<file path="src/rtl/sram_port_arbiter.sv">
// Read-port arbiter between the APB SRAM controller and the tile scanner for a
// two-port tile-map RAM; writes pass straight through, reads return after one cycle.
module sram_port_arbiter #(
  parameter int AW       = 10,
  parameter int DW       = 32,
  parameter int MAX_WAIT = 4
) (
  input  logic          PCLK,
  input  logic          PRESERN,
  input  logic          cpu_wen,
  input  logic          cpu_ren,
  input  logic [AW-1:0] cpu_waddr,
  input  logic [AW-1:0] cpu_raddr,
  input  logic [DW-1:0] cpu_wd,
  output logic [DW-1:0] cpu_rd,
  input  logic          disp_req,
  input  logic [AW-1:0] disp_addr,
  output logic          disp_gnt,
  output logic          disp_rvalid,
  output logic [DW-1:0] disp_rdata,
  output logic          ram_wen,
  output logic [AW-1:0] ram_waddr,
  output logic [DW-1:0] ram_wd,
  output logic          ram_ren,
  output logic [AW-1:0] ram_raddr,
  input  logic [DW-1:0] ram_rd
);

  localparam int CW = $clog2(MAX_WAIT + 1);

  typedef enum logic [1:0] {OWN_NONE, OWN_CPU, OWN_DISP} owner_t;

  owner_t          owner_d, owner_q;
  logic [CW-1:0]   wait_cnt_d, wait_cnt_q;
  logic            force_slot;
  logic            bypass_d, bypass_q;
  logic [DW-1:0]   byp_data_q;
  logic [DW-1:0]   cpu_hold_q, disp_hold_q;
  logic [DW-1:0]   ret_word;

  assign ram_wen   = PRESERN & cpu_wen;
  assign ram_waddr = PRESERN ? cpu_waddr : '0;
  assign ram_wd    = PRESERN ? cpu_wd : '0;

  // Scanner wins over the CPU only once it has been denied MAX_WAIT cycles in a row.
  always_comb begin
    owner_d    = OWN_NONE;
    force_slot = disp_req && (wait_cnt_q == CW'(MAX_WAIT));
    if (PRESERN) begin
      if (force_slot)    owner_d = OWN_DISP;
      else if (cpu_ren)  owner_d = OWN_CPU;
      else if (disp_req) owner_d = OWN_DISP;
    end
  end

  assign disp_gnt  = (owner_d == OWN_DISP);
  assign ram_ren   = (owner_d != OWN_NONE);
  assign ram_raddr = (owner_d == OWN_DISP) ? disp_addr : cpu_raddr;

  assign bypass_d  = ram_wen && ram_ren && (ram_waddr == ram_raddr);

  always_comb begin
    wait_cnt_d = wait_cnt_q;
    if (!disp_req || disp_gnt)
      wait_cnt_d = '0;
    else if (wait_cnt_q != CW'(MAX_WAIT))
      wait_cnt_d = wait_cnt_q + CW'(1);
  end

  // RAM returns old data on a same-address collision; the saved write word overrides it.
  assign ret_word    = bypass_q ? byp_data_q : ram_rd;
  assign cpu_rd      = (owner_q == OWN_CPU) ? ret_word : cpu_hold_q;
  assign disp_rvalid = (owner_q == OWN_DISP);
  assign disp_rdata  = disp_rvalid ? ret_word : disp_hold_q;

  always_ff @(posedge PCLK) begin
    if (!PRESERN) begin
      owner_q     <= OWN_NONE;
      wait_cnt_q  <= '0;
      bypass_q    <= 1'b0;
      byp_data_q  <= '0;
      cpu_hold_q  <= '0;
      disp_hold_q <= '0;
    end else begin
      owner_q    <= owner_d;
      wait_cnt_q <= wait_cnt_d;
      bypass_q   <= bypass_d;
      byp_data_q <= ram_wd;
      if (owner_q == OWN_CPU)  cpu_hold_q  <= ret_word;
      if (owner_q == OWN_DISP) disp_hold_q <= ret_word;
    end
  end

endmodule

</file>
<file path="config.mk">
export PLATFORM = sky130hd
export DESIGN_NAME = sram_port_arbiter
export DESIGN_NICKNAME = d
export VERILOG_FILES = /design/src/rtl/sram_port_arbiter.sv
export SDC_FILE = /design/constraint.sdc
export NUM_CORES = 1
export LEC_CHECK = 0
export BUFFER_PORTS_ARGS = -buffer_cell sky130_fd_sc_hd__buf_2
export CAP_MARGIN = 0
export CORE_ASPECT_RATIO = 0.5
export CORE_UTILIZATION = 40
export DETAILED_ROUTE_END_ITERATION = 12
export GPL_TIMING_DRIVEN = 1
export PLACE_DENSITY = 0.81
export SLEW_MARGIN = 20
export SYNTH_ARGS = -nofsm -noshare
export SYNTH_HDL_FRONTEND = slang
export SYNTH_SLANG_ARGS = --single-unit
</file>
<file path="constraint.sdc">
create_clock -name PCLK -period 2.75 [get_ports PCLK]
set_input_delay 0.1375 -clock PCLK [delete_from_list [all_inputs] [get_ports PCLK]]
set_output_delay 0.1375 -clock PCLK [all_outputs]
set_load 0.005 [all_outputs]
</file>
==> results of run 1 <==
[where the power goes]
group | total, uW | switching (uW) | internal, uW
sequential | 1560 | 16.3 | 1540
combinational | 418 | 206 | 211
clock | 1160 | 530 | 631
total | 3130 | 752 | 2380
[cell type report]
type | instances | area [um^2] | share of cell area, %
clock inverter | 4 | 23.77 | 0.4124
sequential | 102 | 2043 | 35.45
tap | 140 | 175.2 | 3.039
multi-input combinational | 340 | 2122 | 36.81
clock buffer | 11 | 242.7 | 4.211
timing repair buffer | 222 | 1146 | 19.88
inverter | 3 | 11.26 | 0.1954
[path summary, 6_finish.rpt]
kind | slack (ps) | end | startpoint | cells past startpoint
worst min-delay path | 10 | byp_data_q[11]$_SDFF_PN0_ | cpu_wd[11] | 2
worst min register to register | 460 | wait_cnt_q[0]$_SDFFE_PP0P_ | wait_cnt_q[0]$_SDFFE_PP0P_ | 1
worst max-delay path | 470 | bypass_q$_SDFF_PN0_ | wait_cnt_q[0]$_SDFFE_PP0P_ | 8
worst max register to register | 470 | bypass_q$_SDFF_PN0_ | wait_cnt_q[0]$_SDFFE_PP0P_ | 8
[per-layer routing]
metal	up-vias	part of all wire, %
met3	11	5.6
li1	1939	-
met1	1722	42
met2	114	51
met5	-	0
met4	0	1.3
[stage by stage]
step                area (um^2)  hold slack (ps)  total power [uW]
finish                     5764            13.74              3134
global route               5764            4.252              3292
CTS                        5764            2.614              3172
detailed placement         5498            358.0              2013
global placement           5498            353.8              2001
floorplan                  4309            245.5              1797
[kinds of logic after synthesis]
| family | Yosys count | share of synthesized area, % |
|---|---|---|
| adders and majority gates | 2 | 0.5806 |
| and+or+nand+nor | 217 | 27.67 |
| AOI/OAI and AO/OA | 68 | 8.304 |
| buffers and inverters | 37 | 3.484 |
| DFF | 102 | 47.39 |
| muxes | 43 | 10.54 |
| xor gates and xnor gates | 10 | 2.032 |
[sequential cells by signal, indices dropped and copies added, names as in the netlist]
signal	count
byp_data_q	32
bypass_q	1
cpu_hold_q	32
disp_hold_q	32
owner_q	2
wait_cnt_q	3
[synthesized netlist by cell type]
cell type	number	share of area [%]
and3_1	1	0.15
o21a_1	1	0.17
clkbuf_1	30	2.6
ha_1	2	0.58
dfxtp_1	102	47
a21boi_4	1	0.44
nor4_1	2	0.29
and2_1	139	20
o21ai_0	65	7.5
nand2_1	66	5.7
nand2b_1	2	0.29
xor2_1	10	2.0
a31oi_1	1	0.15
buf_6	1	0.26
mux2_4	3	1.0
mux2i_1	33	7.7
nor2_1	2	0.17
mux2_2	7	1.8
inv_1	3	0.26
nor3b_1	2	0.35
nor3_1	1	0.12
nor2_2	1	0.15
and4_2	1	0.23
buf_2	3	0.35
[critical path, cell delays in order (launching register included)]
cell	delay, ps
dfxtp_1	330
inv_1	60
ha_1	240
a21boi_4	90
nor2_2	470
mux2_2	420
xor2_1	140
nor4_1	290
and3_1	180
==> impl_metrics.yaml, run 1 <==
status:
  status: "completed"
global_routing:
  use_met3_pct: 5.569
  antenna_found_initial: 0
  busiest_layer: "met2"
  grt_pass1_wl_um: 16090
  grt_util_met1_pct: 21.27
  grtUsageTotal_pct: 18.73
  grt_max_degree: 114
  grt_pass1_vias: 3291
  grt_util_met2_pct: 34.94
  grt-ovfl-total: 0
die:
  core_um2: 10340
  die_w_um: 148.8
  dieArea_um2: 11220
  initial_core_util_pct: 41.65
  io_pins: 219
  die_h_um: 75.39
  rows: 26
sta:
  final.setup.tns_ps: 0
  clock_skew_ps: 4.053
  timing.final.ws_setup_ps: 473.5
  fin_crit_ps: 2277
  grt_setup_unrepaired: "false"
  fmax_ghz: 0.4393
  hold_viol: 0
  min_period_over_period_pct: 82.78
  setup_viol: 0
  timing.slew.headroom_pct: 44.80
  worstMarginPinSlew_ps: 828.0
  drv_slew: 0
clock_network:
  cts_resized: 0
  clk_latency_ps: 330
  tritoncts: "built"
  postCtsSetupBuffers: 0
  cts.sinks: 102
  ctsHoldBuffers: 0
  cts_root_buf: "clkbuf_16"
  clk_pin_slew_ps: 70
  clk_path_buf_depth: 2
  cts_max_level: 3
  cts_buffers: 9
placement:
  dpl.hpwl_um: 8009
  dp_cells: 807
  gp_congestion: 0.8006
  io_buffers: 218
  dp_slack_ps: 455.4
detailed_routing:
  drcViolationCount: 0
  via_count: 3786
  via_per_inst: 4.606
  dr.pass1.iters: 4
  route.antenna.remaining_nets: 0
  wl_per_cell_um: 13.11
  drt_iter0_markers: 151
  routed_wl_um: 10780
cells_and_area:
  nets: 779
  final_common_cell: "buf_2"
  drive_gt1_share_pct: 36.95
  fillers: 977
  layout_common_cells: "buf_2 (218), and2_1 (139), dfxtp_1 (101)"
  areaGrowthSynthToFinish_pct: 33.77
  fin_util_pct: 55.72
  finalNonFillerCells: 822
  num_antenna_cells: 0
job:
  cap_violations: 0
synthesis:
  ys_warn_count: 0
  synthCells: 479
  synth-seq-cells: 102
  synth_area_per_cell_um2: 8.996
  yosysSeqAreaShare_pct: 47.39
  syn_nets: 580
  syn_area_um2: 4309
  yosysUniqueCellTypes: 24
worst_setup_path:
  critical_path_class: "flop to flop"
  end_kind: "flop"
  cp.required_ps: 3030
  startpoint_type: "flop"
  arrival_ps: 2550
  critPathMaxFanout: 11
power_and_ir_drop:
  power_density_nw_per_um2: 543.7
  p_leak_uw: 0.002749
  ir_drop_v: 0.0003607
min_path:
  hold_class: "input port to flop"
No activity file was read; power rests on OpenSTA's default activity.
==> run 2: changes to the inputs <==
clock period = 2.29 ns   (was 2.75 ns; I/O delays follow)
==> run 2 against run 1 <==
Final area increased by 5.9%. Combinational power up 30%. First-iteration DRC count up 7.9%. Count of clock-buffer cells in the layout unchanged. Hold slack got worse by 4.5 ps. Sequential share of layout area decreased by 2.0 points. Cell count rose by 3.6%.
==> impl_metrics.yaml, run 2 (synthesized netlist as in run 1, its figures left out) <==
cells_and_area:
  layout_common_cells: "buf_2 (218), and2_1 (139), dfxtp_1 (101)"
  finalNonFillerCells: 852
  areaGrowthSynthToFinish_pct: 41.64
  nets: 808
  drive_gt1_share_pct: 36.10
  reg_top3: "byp_data_q: 32 flops, cpu_hold_q: 32 flops, disp_hold_q: 32 flops"
  fillers: 933
  num_antenna_cells: 0
  final_common_cell: "buf_2"
  fin_util_pct: 59.00
global_routing:
  grt_pass1_wl_um: 16540
  grt-ovfl-total: 0
  grt_max_degree: 78
  grtUsageTotal_pct: 18.96
  antenna_found_initial: 0
  grt_pass1_vias: 3462
clock_network:
  cts_max_level: 3
  cts.sinks: 102
  cts_root_buf: "clkbuf_16"
  cts_buffers: 9
  tritoncts: "built"
  clk_pin_slew_ps: 70
  clk_latency_ps: 330
  clk_path_buf_depth: 2
power_and_ir_drop:
  ir_drop_v: 0.0003230
  p_leak_uw: 0.002887
  power_density_nw_per_um2: 647.7
job:
  cap_violations: 0
die:
  core_um2: 10340
  rows: 26
  die_h_um: 75.39
  die_w_um: 148.8
  dieArea_um2: 11220
  initial_core_util_pct: 41.65
  io_pins: 219
detailed_routing:
  drcViolationCount: 0
  via_per_inst: 4.581
  routed_wl_um: 10930
  dr.pass1.iters: 4
  via_count: 3903
  wl_per_cell_um: 12.83
  route.antenna.remaining_nets: 0
  drt_iter0_markers: 163
sta:
  timing.slew.headroom_pct: 63.82
  fin_crit_ps: 2148
  setup_viol: 0
  whs_ps: 9.244
  drv_slew: 0
  grt_setup_unrepaired: "false"
  hold_viol: 0
  fmax_ghz: 0.4656
  final.setup.tns_ps: 0
  min_period_over_period_pct: 93.80
  clock_skew_ps: 4.041
  worstMarginPinSlew_ps: 542.7
worst_setup_path:
  startpoint_type: "flop"
  r2r_cells: 9
  timing.rr.start: "wait_cnt_q[0]$_SDFFE_PP0P_"
  critical_path_class: "flop to flop"
  path_cells: "inv_1 > ha_1 > a21boi_4 > nor2_2 > buf_4 > mux2_4 > xor2_1 > nor4_1 > and3_1"
  cp_top_family: "simple AND/OR/NAND/NOR gates"
  cpPeakStageDelay_ps: 360
  end_kind: "flop"
  rrSetupSlack_ps: 140
  cp.required_ps: 2560
  slowest_stage: "dfxtp_1"
  reg2reg_to: "bypass_q$_SDFF_PN0_"
  critPathBufInv: 2
  critPathMaxFanout: 10
  arrival_ps: 2420
placement:
  gp_congestion: 0.8003
  dpl.hpwl_um: 8151
  io_buffers: 218
  dp_cells: 810
min_path:
  hold_class: "input port to flop"
  min_delay_worst_endpoint: "byp_data_q[10]$_SDFF_PN0_"
  whs_path_depth: 2
  hold_start: "cpu_wd[10]"
status:
  status: "completed"
## run 2: changes by cell type in the layout (fill, tap and decap cells not counted), sizes merged
cell	previous run	this run
dlygate4sd3	0	26
clkinvlp	0	3
bufinv	0	1
clkinv	4	1
buf	222	225
## run 2: worst max-delay path by stage
| stage | from | to | slack, ps | cells past startpoint |
|---|---|---|---|---|
| 6_report | wait_cnt_q[0]$_SDFFE_PP0P_ | bypass_q$_SDFF_PN0_ | 140 | 9 |
| 5_1_grt | wait_cnt_q[0]$_SDFFE_PP0P_ | bypass_q$_SDFF_PN0_ | 70 | 9 |
| 4_1_cts | wait_cnt_q[0]$_SDFFE_PP0P_ | bypass_q$_SDFF_PN0_ | 120 | 9 |
| 3_5_place_dp | wait_cnt_q[0]$_SDFFE_PP0P_ | bypass_q$_SDFF_PN0_ | 150 | 9 |
| 3_3_place_gp | wait_cnt_q[0]$_SDFFE_PP0P_ | bypass_q$_SDFF_PN0_ | 260 | 9 |
| 2_1_floorplan | wait_cnt_q[0]$_SDFFE_PP0P_ | bypass_q$_SDFF_PN0_ | 400 | 9 |
## run 2: area by class of cell
type                       instances  area, um^2  area share (%)
timing repair buffer             251        1441           23.62
clock buffer                      11       252.7           4.141
tap                              140       175.2           2.870
inverter                           3       11.26          0.1845
sequential                       102        2043           33.48
multi-input combinational        340        2122           34.77
clock inverter                     5       57.56          0.9430
## run 2: what timing repair did
action                                 4_1_cts  5_1_grt
buffers inserted                             0        0
endpoints found under the hold margin       26        0
resized for setup                            0        0
hold buffers                                26        0
## run 2: metal layers
metal	up-vias	routed length, um	track usage (%)
met5	-	0	0
met4	0	118	5.442
met3	10	536	4.551
met2	109	5816	37.54
met1	1781	4458	20.70
li1	2003	-	-
## run 2: stage by stage
step / power (uW) / area (um^2) / setup WS, ps
2_1_floorplan: 2158 / 4309 / 403.7
3_3_place_gp: 2410 / 5533 / 262.2
3_5_place_dp: 2424 / 5533 / 151.1
4_1_cts: 4002 / 6103 / 117.7
5_1_grt: 4141 / 6103 / 73.70
6_report: 3953 / 6103 / 142.0
## run 2: power breakdown
part / leakage [uW] / internal [uW] / switching (uW) / total (uW)
Combinational: 0.00191 / 288 / 258 / 545
Clock: 0.000144 / 904 / 635 / 1540
Sequential: 0.000837 / 1850 / 19.8 / 1870
Total: 0.00289 / 3040 / 913 / 3950
